`config.mk`:
```
export PLATFORM = sky130hd
export DESIGN_NAME = mem_arbiter_flat
export DESIGN_NICKNAME = d
export VERILOG_FILES = /design/src/rtl/mem_arbiter_if.sv /design/src/rtl/mem_arbiter.sv /design/src/flat_wrapper.sv
export SDC_FILE = /design/constraint.sdc
export NUM_CORES = 1
export LEC_CHECK = 0
export ABC_CLOCK_PERIOD_IN_PS = 1680
export CAP_MARGIN = 20
export CELL_PAD_IN_SITES_DETAIL_PLACEMENT = 0
export CELL_PAD_IN_SITES_GLOBAL_PLACEMENT = 1
export CORE_AREA = 2 2 268 270
export DETAILED_ROUTE_END_ITERATION = 6
export DIE_AREA = 0 0 270 272
export PLACE_DENSITY = 0.69
export SLEW_MARGIN = 20
export SYNTH_ARGS = -nofsm -noshare
export SYNTH_HDL_FRONTEND = slang
export SYNTH_SLANG_ARGS = --single-unit
```
`constraint.sdc`:
```
create_clock -name clk -period 1.68 [get_ports clk]
set_input_delay 0.504 -clock clk [delete_from_list [all_inputs] [get_ports clk]]
set_output_delay 0.504 -clock clk [all_outputs]
set_load 0.01 [all_outputs]
```
`src/rtl/mem_arbiter_if.sv`:
```
// Bundle of the fetch-side, data-side and main-memory signals around mem_arbiter.
// slave is the arbiter's view; master is the view of the requesters plus the memory.
interface mem_arbiter_if #(
  parameter int ADDR_W = 16,
  parameter int LINE_W = 128
);
  logic              i_req;
  logic [ADDR_W-1:0] i_addr;
  logic              i_ack;
  logic [LINE_W-1:0] i_rdata;

  logic              d_req;
  logic              d_we;
  logic [ADDR_W-1:0] d_addr;
  logic [LINE_W-1:0] d_wdata;
  logic              d_ack;
  logic [LINE_W-1:0] d_rdata;

  logic              mem_req;
  logic              mem_we;
  logic [ADDR_W-1:0] mem_addr;
  logic [LINE_W-1:0] mem_wdata;
  logic              mem_ack;
  logic [LINE_W-1:0] mem_rdata;

  logic              err;

  modport slave (
    input  i_req, i_addr, d_req, d_we, d_addr, d_wdata, mem_ack, mem_rdata,
    output i_ack, i_rdata, d_ack, d_rdata, mem_req, mem_we, mem_addr, mem_wdata, err
  );

  modport master (
    output i_req, i_addr, d_req, d_we, d_addr, d_wdata, mem_ack, mem_rdata,
    input  i_ack, i_rdata, d_ack, d_rdata, mem_req, mem_we, mem_addr, mem_wdata, err
  );
endinterface

```
`src/rtl/mem_arbiter.sv`:
```
// Two-port (fetch / data) line arbiter in front of a single-outstanding main memory,
// with alternating priority on contention and a sticky watchdog timeout.
module mem_arbiter #(
  parameter int ADDR_W  = 16,
  parameter int LINE_W  = 128,
  parameter int TIMEOUT = 64
) (
  input  logic          clk,
  input  logic          reset,
  mem_arbiter_if.slave  bus
);

  localparam int CNT_W = $clog2(TIMEOUT + 1);

  typedef enum logic [1:0] {IDLE, GNT_I, GNT_D, ACK} state_t;

  state_t            state, state_nx;
  logic              last_grant, last_grant_nx;
  logic [CNT_W-1:0]  cnt, cnt_nx;
  logic              grant_d, timeout_hit;

  logic              mem_req_nx, mem_we_nx, i_ack_nx, d_ack_nx, err_nx;
  logic [ADDR_W-1:0] mem_addr_nx;
  logic [LINE_W-1:0] mem_wdata_nx, i_rdata_nx, d_rdata_nx;

  // On contention the side that did not win last time is served.
  assign grant_d     = bus.d_req && (!bus.i_req || !last_grant);
  assign timeout_hit = !bus.mem_ack && (cnt == CNT_W'(TIMEOUT - 1));

  // NOTE: every flop below resets, including the line buffers, because the reset
  // state of all outputs is architecturally visible.
  always_ff @(posedge clk or negedge reset) begin
    if (!reset) begin
      state         <= IDLE;
      last_grant    <= 1'b0;
      cnt           <= '0;
      bus.mem_req   <= 1'b0;
      bus.mem_we    <= 1'b0;
      bus.mem_addr  <= '0;
      bus.mem_wdata <= '0;
      bus.i_ack     <= 1'b0;
      bus.d_ack     <= 1'b0;
      bus.i_rdata   <= '0;
      bus.d_rdata   <= '0;
      bus.err       <= 1'b0;
    end else begin
      // NOTE: non-blocking assignments for all state so every flop samples
      // pre-edge values regardless of statement order.
      state         <= state_nx;
      last_grant    <= last_grant_nx;
      cnt           <= cnt_nx;
      bus.mem_req   <= mem_req_nx;
      bus.mem_we    <= mem_we_nx;
      bus.mem_addr  <= mem_addr_nx;
      bus.mem_wdata <= mem_wdata_nx;
      bus.i_ack     <= i_ack_nx;
      bus.d_ack     <= d_ack_nx;
      bus.i_rdata   <= i_rdata_nx;
      bus.d_rdata   <= d_rdata_nx;
      bus.err       <= err_nx;
    end
  end

  always_comb begin
    state_nx = state;
    case (state)
      IDLE:         if (bus.i_req || bus.d_req) state_nx = grant_d ? GNT_D : GNT_I;
      GNT_I, GNT_D: if (bus.mem_ack || timeout_hit) state_nx = ACK;
      ACK:          state_nx = IDLE;
      default:      state_nx = IDLE;
    endcase
  end

  always_comb begin
    // NOTE: defaults first so no path leaves a variable unassigned (no latches).
    last_grant_nx = last_grant;
    cnt_nx        = cnt;
    mem_req_nx    = bus.mem_req;
    mem_we_nx     = bus.mem_we;
    mem_addr_nx   = bus.mem_addr;
    mem_wdata_nx  = bus.mem_wdata;
    i_ack_nx      = 1'b0;
    d_ack_nx      = 1'b0;
    i_rdata_nx    = bus.i_rdata;
    d_rdata_nx    = bus.d_rdata;
    err_nx        = bus.err;

    case (state)
      IDLE: begin
        if (bus.i_req || bus.d_req) begin
          mem_req_nx    = 1'b1;
          cnt_nx        = '0;
          last_grant_nx = grant_d;
          mem_we_nx     = grant_d ? bus.d_we    : 1'b0;
          mem_addr_nx   = grant_d ? bus.d_addr  : bus.i_addr;
          mem_wdata_nx  = grant_d ? bus.d_wdata : '0;
        end
      end
      GNT_I, GNT_D: begin
        if (!bus.mem_ack) cnt_nx = cnt + CNT_W'(1);
        if (bus.mem_ack || timeout_hit) begin
          mem_req_nx = 1'b0;
          mem_we_nx  = 1'b0;
          if (!bus.mem_ack) err_nx = 1'b1;
          if (state == GNT_I) begin
            i_ack_nx   = 1'b1;
            i_rdata_nx = bus.mem_ack ? bus.mem_rdata : '0;
          end else begin
            d_ack_nx = 1'b1;
            // A completed write leaves the data-side read buffer untouched.
            if (!bus.mem_we) d_rdata_nx = bus.mem_ack ? bus.mem_rdata : '0;
          end
        end
      end
      default: ;
    endcase
  end

endmodule

```
`src/flat_wrapper.sv`:
```
// flat-port wrapper written by rule: the top's interface ports become plain ports
module mem_arbiter_flat 
#(
  parameter int ADDR_W  = 16,
  parameter int LINE_W  = 128,
  parameter int TIMEOUT = 64
)
  (clk, reset, bus_i_req, bus_i_addr, bus_d_req, bus_d_we, bus_d_addr, bus_d_wdata, bus_mem_ack, bus_mem_rdata, bus_i_ack, bus_i_rdata, bus_d_ack, bus_d_rdata, bus_mem_req, bus_mem_we, bus_mem_addr, bus_mem_wdata, bus_err);
  mem_arbiter_if #(.ADDR_W(ADDR_W), .LINE_W(LINE_W)) bus_i ();
  input  logic clk;
  input  logic reset;
  input wire logic [$bits(bus_i.i_req)-1:0] bus_i_req;
  input wire logic [$bits(bus_i.i_addr)-1:0] bus_i_addr;
  input wire logic [$bits(bus_i.d_req)-1:0] bus_d_req;
  input wire logic [$bits(bus_i.d_we)-1:0] bus_d_we;
  input wire logic [$bits(bus_i.d_addr)-1:0] bus_d_addr;
  input wire logic [$bits(bus_i.d_wdata)-1:0] bus_d_wdata;
  input wire logic [$bits(bus_i.mem_ack)-1:0] bus_mem_ack;
  input wire logic [$bits(bus_i.mem_rdata)-1:0] bus_mem_rdata;
  output wire logic [$bits(bus_i.i_ack)-1:0] bus_i_ack;
  output wire logic [$bits(bus_i.i_rdata)-1:0] bus_i_rdata;
  output wire logic [$bits(bus_i.d_ack)-1:0] bus_d_ack;
  output wire logic [$bits(bus_i.d_rdata)-1:0] bus_d_rdata;
  output wire logic [$bits(bus_i.mem_req)-1:0] bus_mem_req;
  output wire logic [$bits(bus_i.mem_we)-1:0] bus_mem_we;
  output wire logic [$bits(bus_i.mem_addr)-1:0] bus_mem_addr;
  output wire logic [$bits(bus_i.mem_wdata)-1:0] bus_mem_wdata;
  output wire logic [$bits(bus_i.err)-1:0] bus_err;
  assign bus_i.i_req = bus_i_req;
  assign bus_i.i_addr = bus_i_addr;
  assign bus_i.d_req = bus_d_req;
  assign bus_i.d_we = bus_d_we;
  assign bus_i.d_addr = bus_d_addr;
  assign bus_i.d_wdata = bus_d_wdata;
  assign bus_i.mem_ack = bus_mem_ack;
  assign bus_i.mem_rdata = bus_mem_rdata;
  assign bus_i_ack = bus_i.i_ack;
  assign bus_i_rdata = bus_i.i_rdata;
  assign bus_d_ack = bus_i.d_ack;
  assign bus_d_rdata = bus_i.d_rdata;
  assign bus_mem_req = bus_i.mem_req;
  assign bus_mem_we = bus_i.mem_we;
  assign bus_mem_addr = bus_i.mem_addr;
  assign bus_mem_wdata = bus_i.mem_wdata;
  assign bus_err = bus_i.err;
  mem_arbiter #(.ADDR_W(ADDR_W), .LINE_W(LINE_W), .TIMEOUT(TIMEOUT)) u_core (.clk(clk), .reset(reset), .bus(bus_i));
endmodule
```
Word-level counts from Yosys, hierarchy flattened
Index checks and enable logic that the tools add are counted.
{"block": "word_totals", "register_bits": 415}
{"block": "op_classes", "n_eq_ne": 7, "n_reduce_logical": 18, "bitwise": 3, "muxes": 22, "n_addsub": 1}
{"op": "two-way mux 128 bit", "count": 2}
{"op": "two-way mux 16 bit", "count": 1}
{"op": "two-way mux 7 bit", "count": 2}
{"op": "one-hot mux 7 bit (2 select lines)", "count": 1}
{"op": "AND reduction 3 bit", "count": 4}
{"op": "two-way mux 1 bit", "count": 10}
{"op": "adder 7 x 1 -> 7 bit (second input constant)", "count": 1}
{"op": "equality test 7 x 6 -> 1 bit (second input constant)", "count": 1}
{"op": "two-way mux 2 bit", "count": 3}
{"op": "one-hot mux 2 bit (3 select lines)", "count": 1}
{"op": "equality test 2 bit (second input constant)", "count": 2}
{"op": "!= test 2 x 1 -> 1 bit (second input constant)", "count": 2}
{"op": "one-hot mux 1 bit (2 select lines)", "count": 2}
{"op": "AND reduction 2 bit", "count": 2}
{"op": "AND reduction 4 bit", "count": 1}
{"op": "zero test 1 bit", "count": 3}
{"op": "logical OR 1 bit", "count": 3}
{"op": "NOT 1 bit", "count": 3}
{"op": "equality test 2 x 1 -> 1 bit (second input constant)", "count": 1}
{"op": "logical AND 1 bit", "count": 2}
{"op": "zero test 2 bit", "count": 1}
{"op": "!= test 2 bit (second input constant)", "count": 1}
{"op": "nonzero test 2 bit", "count": 1}
{"op": "OR reduction 2 bit", "count": 1}

Longest topological paths before layout
Gate-level depths: netlist of run 1.
{"block": "depth", "depth_word": 6, "ltp_mapped": 8, "mapped_depth_nobuf": 6}

Worst setup path after synthesis of run 1
OpenSTA, ideal clock, no wires.
{"block": "synth_timing", "path_kind": "flip-flop to flip-flop", "start": "register u_core.state[0]", "end": "register u_core.bus.d_rdata[100]", "t_required_ns": 1.559, "stages_incl_launch_ff": 9, "path_slack_ns": -0.126, "arrival_ns": 1.685, "setup_ns": 0.121, "period_less_slack_ns": 1.806, "cell_sequence": "dfrtp_1 -> inv_1 -> ha_1 -> buf_2 -> nor3b_1 -> and2_1 -> buf_2 -> buf_4 -> a22o_1"}
{"block": "synth_between", "elab_chain_cells": 3, "word_cells_on_any_way": 5}
{"item": "from (decl)", "line_no": "mem_arbiter.sv:17", "text": "state_t state, state_nx;"}
{"item": "from (signal assigned)", "line_no": "mem_arbiter.sv:49", "text": "state <= state_nx;"}
{"item": "equality test 2 bit / equality test 2 x 1 -> 1 bit (equally long branches)", "line_no": "mem_arbiter.sv:88, mem_arbiter.sv:105"}
{"item": "OR reduction 2 bit / NOT 1 bit (equally long branches)"}
{"item": "AND reduction 4 bit (no line) *"}
{"item": "to (signal assigned)", "line_no": "mem_arbiter.sv:59", "text": "bus.d_rdata <= d_rdata_nx;"}
{"item": "to (decl)", "line_no": "mem_arbiter_if.sv:30", "text": "output i_ack, i_rdata, d_ack, d_rdata, mem_req, mem_we, mem_addr, mem_wdata, err"}
Mark *: on every way between the ends. The rest lies on a longest branch, timed or not.
A chain may end at the register's enable or synchronous reset.

Worst setup path in the final report of run 1
{"block": "layout_timing", "start": "register u_core.cnt[1]", "end": "register u_core.bus.i_rdata[70]"}
{"block": "layout_between", "elab_chain_cells": 4}
{"item": "from (decl)", "line_no": "mem_arbiter.sv:19", "text": "logic [CNT_W-1:0] cnt, cnt_nx;"}
{"item": "from (signal assigned)", "line_no": "mem_arbiter.sv:51", "text": "cnt <= cnt_nx;"}
{"item": "equality test 7 x 6 -> 1 bit", "line_no": "mem_arbiter.sv:28", "text": "assign timeout_hit = !bus.mem_ack && (cnt == CNT_W'(TIMEOUT - 1));"}
{"item": "logical AND 1 bit", "line_no": "mem_arbiter.sv:28"}
{"item": "logical OR 1 bit", "line_no": "mem_arbiter.sv:101", "text": "if (bus.mem_ack || timeout_hit) begin"}
{"item": "AND reduction 3 bit (no line)"}
{"item": "to (signal assigned)", "line_no": "mem_arbiter.sv:58", "text": "bus.i_rdata <= i_rdata_nx;"}
{"item": "to (decl)", "line_no": "mem_arbiter_if.sv:30"}
No other way between the ends.

==> qor.yml, run 1 <==
timing:
  setup-violations-final: 226
  rsz0062_at_grt: "yes"
  fmaxAchievable_ghz: 0.541
  fin_crit_ns: 1.85
  finClkSkew_ns: 0.0152
  hold_ws_ns: 0.452
  tightestPinTransition_ns: 0.458
  finalSetupTns_ns: -20.85
  drv_slew: 0
  fin_crit_sh: 1.10
  layout_setup_ws_ns: -0.168
  final-hold-violation-count: 0
  relSlewSlack: 0.695
critical_path:
  rrSetupSlack_ns: -0.17
  worst_path_most_repeated_cell: "buf_12"
  path_class: "flip-flop to flip-flop"
  crit_buf_inv: 3
  setup.worst_path.end_class: "flip-flop"
  cp_max_fo: 44
  r2r-start: "u_core.cnt[1]"
  crit_family: "buffers and inverters"
  critPathArrivalTime_ns: 2.30
  r2r-end: "u_core.bus.i_rdata[70]"
  critical-path-max-stage-delay_ns: 0.36
  worstRegToRegCells: 8
  critPathSlowestCell: "dfrtp_1"
  startpoint_type: "flip-flop"
  cp_cell_sequence: "ha_2, nand2_2, o31ai_4, buf_6, nand2_4, buf_12, buf_12, a22o_1"
  worstPathRequired_ns: 2.13
logic_synthesis:
  synth-adder-area-share: 0.00331
  synth_edf_count: 0
  syn_area_mm2: 0.0151
  synthTopCellsByArea: "dfrtp_1, a22o_1, buf_6"
  synth_compound_area_frac: 0.237
  synthDistinctLibCells: 34
  syn_inst: 1006
  post_synth_and_or_nand_nor_area_fraction: 0.0168
  synth_top_family_by_area: "compound AO/OA/AOI/OAI gates"
  seq_area_frac_synth: 0.688
  synthArstFlopShare: 1.00
  synth_nets: 1304
  synth.avg_cell_area_um2: 15.0
  synthMuxAreaShare: 0.0127
  yosysTopAreaCell: "dfrtp_1"
  ys_ff_latch: 415
  ys_warn_count: 0
  synth-main-ff-cell: "dfrtp_1"
  synthTopCellsByCount: "dfrtp_1, a22o_1, nand2_1"
  synth-xor-area-share: 0.00174
  netlist.area_leader.share: 0.688
  synth_most_common_cell: "dfrtp_1"
cells_and_area:
  multiInputGateArea_mm2: 0.00421
  fin_nets: 2121
  drive_above_1_share: 0.359
  area_delta_synth_final_pct: 60.9
  seqCellArea_mm2: 0.0104
  stdcell_area_mm2: 0.0243
  fill_cells: 7049
detailed_routing:
  wl_per_cell_um: 21.2
  drt.antenna.violating_nets: 0
  drt_wl_total_mm: 59.7
  num_vias: 12477
  firstDrtPassIters: 4
  drt_iter0_drc: 590
  drc_errors: 0
  vias_per_cell: 4.44
pwr:
  power.leakage_uw: 0.0121
  p_per_area_mw_per_mm2: 2080
  ir_drop_uv: 867
placement:
  routabilityCongestion: 0.864
  place_ws_ns: -0.451
  port_buffers: 698
  place_area_mm2: 0.0238
  place_hpwl_mm: 40.6
clocking:
  clock_latency_ns: 0.57
  clock_sinks: 415
  clk_pin_slew_ns: 0.06
  root_buffer: "clkbuf_16"
  cts_made_buffers: 47
  cts_tree: "yes"
  h-tree-depth: 2
  cts_buffer_depth: 3
floorplanning:
  dieArea_mm2: 0.0734
  start_util: 0.213
  num_rows: 98
  fp.coreArea_mm2: 0.0708
  fp.dieH_um: 272
  ios: 699
  die_w_um: 270
global_route:
  track_usage: 0.157
  grt_max_degree: 82
  grt_pass1_vias: 13593
  grt_overflow: 0
  antenna_found_initial: 1
  grt_pass1_wl_mm: 88.9
run_status:
  violations: "negative setup slack"
  outcome: "complete, but fails checks"
worst_hold_path:
  hp-class: "input pin to async pin"
job:
  maxCapViolCount: 0
==> logic make-up (layout without fill, tap and decap cells) <==
group	after synthesis	count (layout)
AND/OR/NAND/NOR	53	53
XOR/XNOR	3	3
flip-flops	415	415
adder cells (fa/ha/maj)	4	4
AO/OA/AOI/OAI	419	419
multiplexers	19	19
buffers and inverters	93	946
other	0	1
==> routing by layer <==
layer	track usage	routed length, um	vias up	part of all wire
li1	-	-	5500	-
met1	0.180	22600	6310	0.38
met2	0.272	30000	569	0.50
met3	0.0528	5010	96	0.084
met4	0.0557	2120	2	0.035
met5	0	8	-	0.00013
==> repair_timing <==
action	CTS	global route
setup endpoints to repair	625	292
buffers inserted	51	4
endpoints found under the hold margin	16	0
gates resized for setup	1646	6
hold buffers	1	0
cloned	10	2
pin swaps	5	2
==> worst max-delay path by stage <==
| stage | startpoint | end | cells after the start |
|---|---|---|---|
| floorplan | u_core.state[1] | u_core.bus.d_rdata[17] | 8 |
| global placement | bus_d_req | u_core.state[0] | 4 |
| detailed placement | bus_d_req | u_core.state[0] | 4 |
| CTS | u_core.state[0] | u_core.bus.d_rdata[4] | 9 |
| global route | u_core.state[0] | u_core.bus.d_rdata[124] | 9 |
| finish | u_core.cnt[1] | u_core.bus.i_rdata[70] | 8 |
==> state kept, by name (all words and copies together), names as in the netlist, 2 cells and up <==
signal                flops
u_core.bus.d_rdata      128
u_core.bus.i_rdata      128
u_core.bus.mem_addr      16
u_core.bus.mem_wdata    128
u_core.cnt                7
u_core.state              2
==> layout make-up <==
class / count / share of cell area
flip-flops and latches: 415 / 0.428
repair buffers: 858 / 0.284
multi-input cells: 498 / 0.173
clock buffers: 67 / 0.0569
well taps: 950 / 0.0489
clock inverters: 18 / 0.00865
inverters: 3 / 0.000464
diodes: 1 / 0.000103
==> metrics by stage <==
step	std cells	utilization	power, uW
floorplan	1006	-	27700
global placement	2656	0.336	41800
detailed placement	2656	0.336	42100
CTS	2803	0.342	51100
global route	2809	0.343	53500
finish	2810	0.343	50500
==> power by group <==
group          internal [uW]  switching (uW)
combinational          11400           11200
clock                   6330            4210
sequential             14700            2710
==> cells in the final DEF (no fill, tap or decap), types with 3 or more instances in the layout <==
cell             Yosys  routed
a21oi_1              4       3
a22o_1             384     384
buf_12               0      28
buf_16               0      13
buf_2               21     385
buf_4               15     124
buf_6               24      13
bufinv_16            0       4
clkbuf_1            24       8
clkbuf_16            0      49
clkbuf_8             0      11
clkdlybuf4s50_1      0     292
clkinv_2             0      10
dfrtp_1            415     413
mux2i_1             18      18
nand2_1             25      22
nand3_1              4       4
nor2_1               8       8
o21ai_0             18      18
Note: power is estimated with default switching activity, not from simulation.
==> inputs of run 2 (changes only) <==
CELL_PAD_IN_SITES_DETAIL_PLACEMENT = 2   (was 0)
CELL_PAD_IN_SITES_GLOBAL_PLACEMENT = 2   (was 1)
CORE_AREA = 2 2 270 272   (was 2 2 268 270)
DIE_AREA = 0 0 272 274   (was 0 0 270 272)
PLACE_DENSITY = 0.79   (was 0.69)
==> qor.yml, run 2 (synthesis gave the netlist of run 1 again) <==
clocking:
  root_buffer: "clkbuf_16"
  cts_tree: "yes"
  cts_made_buffers: 48
  clock_sinks: 415
  cts_buffer_depth: 3
  h-tree-depth: 2
  clk_pin_slew_ns: 0.06
  clock_latency_ns: 0.57
timing:
  finClkSkew_ns: 0.0168
  relSlewSlack: 0.686
  rsz0062_at_grt: "yes"
  fmaxAchievable_ghz: 0.507
  drv_slew: 0
  layout_setup_ws_ns: -0.292
  fin_crit_ns: 1.97
  final-hold-violation-count: 0
  tightestPinTransition_ns: 0.472
  setup-violations-final: 266
  fin_crit_sh: 1.17
floorplanning:
  start_util: 0.210
  dieArea_mm2: 0.0745
  fp.coreArea_mm2: 0.0720
  ios: 699
  fp.dieH_um: 274
  die_w_um: 272
  num_rows: 99
critical_path:
  setup.worst_path.end_class: "flip-flop"
  path_class: "flip-flop to flip-flop"
  cp-startpoint: "u_core.state[0]"
  critPathArrivalTime_ns: 2.46
  worstPathRequired_ns: 2.17
  startpoint_type: "flip-flop"
  r2r-start: "u_core.state[0]"
  cp_max_fo: 11
global_route:
  antenna_found_initial: 3
  grt_max_degree: 62
  grt_pass1_vias: 15244
  grt_pass1_wl_mm: 105
  grt_overflow: 0
  track_usage: 0.185
detailed_routing:
  drc_errors: 0
  drt_wl_total_mm: 75.0
  num_vias: 13460
  firstDrtPassIters: 4
  vias_per_cell: 4.58
  wl_per_cell_um: 25.5
  drt_iter0_drc: 519
  drt.antenna.violating_nets: 0
pwr:
  p_per_area_mw_per_mm2: 2170
  power.leakage_uw: 0.0130
  total_power_uw: 56500
  ir_drop_uv: 930
placement:
  place_hpwl_mm: 49.8
  placedCellCount: 2699
  port_buffers: 698
  routabilityCongestion: 0.851
cells_and_area:
  drive_above_1_share: 0.408
  final_cells: 2942
  top_regs: "u_core.bus.d_rdata x128, u_core.bus.i_rdata x128, u_core.bus.mem_wdata x128"
  area_delta_synth_final_pct: 72.5
  layout_common_cells: "dfrtp_1, a22o_1, buf_2"
  fin_nets: 2245
  layout_commonest_cell: "dfrtp_1"
  fill_cells: 7276
worst_hold_path:
  hp-class: "input pin to async pin"
run_status:
  outcome: "complete, but fails checks"
  violations: "negative setup slack"
job:
  maxCapViolCount: 0
-- run 2: what timing repair did --
| action | 4_1_cts | 5_1_grt |
|---|---|---|
| cloned | 7 | 17 |
| hold buffers | 1 | 0 |
| hold endpoints to repair | 19 | 0 |
| endpoints found under the setup margin | 662 | 321 |
| pin swaps | 29 | 68 |
| setup buffers | 98 | 37 |
| resized for setup | 1691 | 66 |
-- run 2: layout make-up --
type,count,area (um2),area share
Clock buffer,61,1370,0.0526
Sequential cell,415,10400,0.399
Multi-Input combinational cell,499,4310,0.165
Timing Repair Buffer,980,8360,0.321
Tap cell,959,1200,0.0461
Clock inverter,24,404,0.0155
Inverter,3,11.3,0.000432
Antenna cell,1,2.50,0.0000961
-- run 2: worst max-delay path, cell delays in order (launching register included) --
cell and delay [ns]:
dfrtp_1 0.41, inv_2 0.08, ha_4 0.26, nor3b_4 0.23
buf_4 0.15, and2_4 0.23, buf_12 0.19, buf_12 0.15
a22o_1 0.17
-- run 2: layer usage --
metal  vias up  share of wire  global-route usage
li1       5747              -                   -
met1      7009           0.37               0.210
met4         4          0.032              0.0586
met5         -        0.00033                   0
met2       575           0.52               0.332
met3       125          0.075              0.0548
-- run 2: final timing paths --
check | end | slack, ns | cells after the start
worst max-delay path | u_core.bus.d_rdata[52] | -0.29 | 8
worst min-delay path | u_core.bus.i_rdata[59] | 0.45 | 2
worst max register to register | u_core.bus.d_rdata[52] | -0.29 | 8
worst min register to register | u_core.bus.err | 0.47 | 1
max in group asynchronous | u_core.bus.i_rdata[120] | 0.41 | 3
min in group clk | u_core.bus.err | 0.47 | 1
-- run 2: stage by stage --
step / utilization / setup WS [ns] / instance area [um2] / setup TNS (ns) / hold slack [ns]
after floorplan: - / -0.0115 / 15100 / -0.919 / 0.208
after global placement: 0.336 / -0.555 / 24200 / -132.11 / 0.449
after detailed placement: 0.336 / -0.545 / 24200 / -147.84 / 0.460
after CTS: 0.350 / -0.227 / 25200 / -40.07 / 0.432
after global routing: 0.362 / -0.339 / 26100 / -59.98 / 0.439
final: 0.362 / -0.292 / 26100 / -45.09 / 0.449
-- run 2: report_power, final --
part	leakage (uW)	internal (uW)	total, uW	switching (uW)
logic	0.00685	13800	26700	12900
clock network	0.000877	7430	11900	4480
registers	0.00524	14800	17900	3190
==> inputs of run 3 (changes only) <==
ABC_AREA = 1   (was not set)
CORE_AREA = not set   (was 2 2 270 272)
CORE_ASPECT_RATIO = 1.4   (was not set)
CORE_UTILIZATION = 22   (was not set)
DIE_AREA = not set   (was 0 0 272 274)
PLACE_DENSITY = 0.86   (was 0.79)
REMOVE_ABC_BUFFERS = 1   (was not set)
==> qor.yml, run 3 <==
cells_and_area:
  n_antenna_cell: 0
  area_delta_synth_final_pct: 69.7
  top_regs: "u_core.bus.d_rdata x128, u_core.bus.i_rdata x128, u_core.bus.mem_wdata x128"
  stdcell_area_mm2: 0.0299
  drive_above_1_share: 0.321
  fin_nets: 3290
  layout_commonest_cell: "nand2_1"
  layout_common_cells: "nand2_1, dfrtp_1, buf_4"
logic_synthesis:
  ys_ff_latch: 415
  synthDistinctLibCells: 24
  synthTopCellsByCount: "nand2_1, dfrtp_1, o21ai_0"
  ys_warn_count: 0
  synth.avg_cell_area_um2: 8.73
  netlist.area_leader.share: 0.589
  syn_inst: 2020
  syn_area_mm2: 0.0176
  synth_most_common_cell: "nand2_1"
  synthArstFlopShare: 1.00
  seq_area_frac_synth: 0.589
  synthTopCellsByArea: "dfrtp_1, nand2_1, nand4_1"
  yosysTopAreaCell: "dfrtp_1"
  synth_edf_count: 0
  synth-main-ff-cell: "dfrtp_1"
global_route:
  track_usage: 0.232
  antenna_found_initial: 0
  grt_max_degree: 83
  grt_overflow: 0
  grt_pass1_vias: 22018
  grt_pass1_wl_mm: 142
critical_path:
  critPathArrivalTime_ns: 2.40
  crit_buf_inv: 4
  setup.worst_path.end_class: "flip-flop"
  crit_family: "buffers and inverters"
  path_class: "flip-flop to flip-flop"
  r2r-end: "u_core.bus.mem_wdata[58]"
  worstPathRequired_ns: 2.12
  worst_path_most_repeated_cell: "buf_4"
  critical-path-max-stage-delay_ns: 0.49
  rrSetupSlack_ns: -0.28
  startpoint_type: "flip-flop"
  worstRegToRegCells: 7
  cp_cell_sequence: "inv_1, ha_4, inv_4, buf_4, buf_4, o21ai_0, nand2_1"
  critPathSlowestCell: "o21ai_0"
  r2r-start: "u_core.state[0]"
  cp_max_fo: 17
clocking:
  cts_buffer_depth: 3
  cts_tree: "yes"
  clk_pin_slew_ns: 0.06
  clock_sinks: 415
  clock_latency_ns: 0.61
  cts_made_buffers: 47
  root_buffer: "clkbuf_16"
  h-tree-depth: 2
detailed_routing:
  num_vias: 20061
  vias_per_cell: 4.92
  drt_wl_total_mm: 112
  firstDrtPassIters: 5
  drc_errors: 0
  wl_per_cell_um: 27.4
  drt.antenna.violating_nets: 0
  drt_iter0_drc: 1000
floorplanning:
  fp.coreArea_mm2: 0.0792
  fp.dieH_um: 337
  num_rows: 122
  dieArea_mm2: 0.0813
  start_util: 0.223
  die_w_um: 241
  ios: 699
placement:
  routabilityCongestion: 0.826
  place_hpwl_mm: 66.2
  port_buffers: 698
  place_area_mm2: 0.0269
timing:
  setup-violations-final: 78
  fin_crit_sh: 1.16
  tightestPinTransition_ns: 0.557
  rsz0062_at_grt: "yes"
  relSlewSlack: 0.625
  layout_setup_ws_ns: -0.277
  fin_crit_ns: 1.96
  fmaxAchievable_ghz: 0.511
  finClkSkew_ns: 0.0203
  drv_slew: 0
  final-hold-violation-count: 0
pwr:
  p_per_area_mw_per_mm2: 2080
  ir_drop_uv: 1130
  power.leakage_uw: 0.0159
  pwr-share-comb: 0.531
  power.share.sequential: 0.290
  total_power_uw: 62200
  p_int_uw: 35400
  clockPowerShare: 0.180
  p_switching_uw: 26800
  switching_share: 0.431
job:
  maxCapViolCount: 0
run_status:
  violations: "negative setup slack"
  outcome: "complete, but fails checks"
worst_hold_path:
  hp-class: "input pin to flip-flop"
  holdPathEnd: "u_core.bus.err"
  hold_depth: 3
  hold_start: "bus_mem_ack"
-- run 3: worst reg2reg max path: cells and delay by family (launching register included) --
kind	cells	cell delay, ns
and+or+nand+nor	1	0.20
buffers and inverters	4	0.54
adders and majority gates	1	0.18
DFF	1	0.40
AOI/OAI and AO/OA	1	0.50
-- run 3: cell families (layout without fill, tap and decap cells) --
| kind of cell | count (synthesis) | in the layout | synth area share |
|---|---|---|---|
| AOI/OAI and AO/OA | 284 | 284 | 0.0821 |
| and+or+nand+nor | 1014 | 1014 | 0.246 |
| DFF | 415 | 415 | 0.589 |
| buffers and inverters | 303 | 1310 | 0.0803 |
| adders and majority gates | 4 | 4 | 0.00284 |
-- run 3: stage by stage --
stage               setup TNS (ns)  utilization  hold WS [ns]  std cells  setup slack (ns)
floorplan                 -1412.30            -         0.208       1858             -5.73
global placement            -50.33        0.339         0.404       3773            -0.370
detailed placement          -60.59        0.339         0.402       3773            -0.458
CTS                          -2.15        0.356         0.366       3965           -0.0857
global route                -10.15        0.378         0.384       4081            -0.321
finish                       -2.06        0.378         0.405       4081            -0.277
-- run 3: area by class of cell --
cell class              count  area (um2)
fillers                  8470       49300
flip-flops and latches    415       10400
repair buffers           1085        9860
multi-input cells        1302        6220
clock buffers              70        1420
well taps                1054        1320
inverters                 141         539
clock inverters            14         180
-- run 3: layer usage --
metal  up-vias  part of all wire  GRT usage
li1       8517                 -          -
met1     10257              0.36      0.243
met2       979              0.51      0.428
met3       308             0.077     0.0598
met4         0             0.061      0.109
met5         -                 0          0
-- run 3: power groups by stage --
stage / sequential [uW] / clock [uW] / combinational, uW
finish: 18000 / 11200 / 33000
global route: 18300 / 11600 / 34800
CTS: 17400 / 11200 / 27200
detailed placement: 17400 / 0 / 27300
global placement: 17000 / 0 / 26200
floorplan: 19000 / 0 / 5880
-- run 3: worst max-delay path by stage --
stage	from	to	slack [ns]	cells after the start
final	u_core.state[0]	u_core.bus.mem_wdata[58]	-0.28	7
after detailed placement	bus_i_req	u_core.bus.mem_addr[0]	-0.46	7
after global placement	bus_i_req	u_core.bus.mem_addr[6]	-0.37	7
after global routing	u_core.state[1]	u_core.bus.mem_wdata[58]	-0.32	7
after CTS	u_core.bus.mem_wdata[49]	bus_mem_wdata[49]	-0.09	1
after floorplan	u_core.state[0]	u_core.bus.d_rdata[0]	-5.73	5
-- run 3: what timing repair did --
action / 4_1_cts / 5_1_grt
gates resized for setup: 1858 / 197
endpoints found under the setup margin: 573 / 510
setup buffers: 103 / 106
endpoints found under the hold margin: 12 / 0
gates cloned: 4 / 11
pin swaps: 2 / 11
hold buffers: 1 / 0
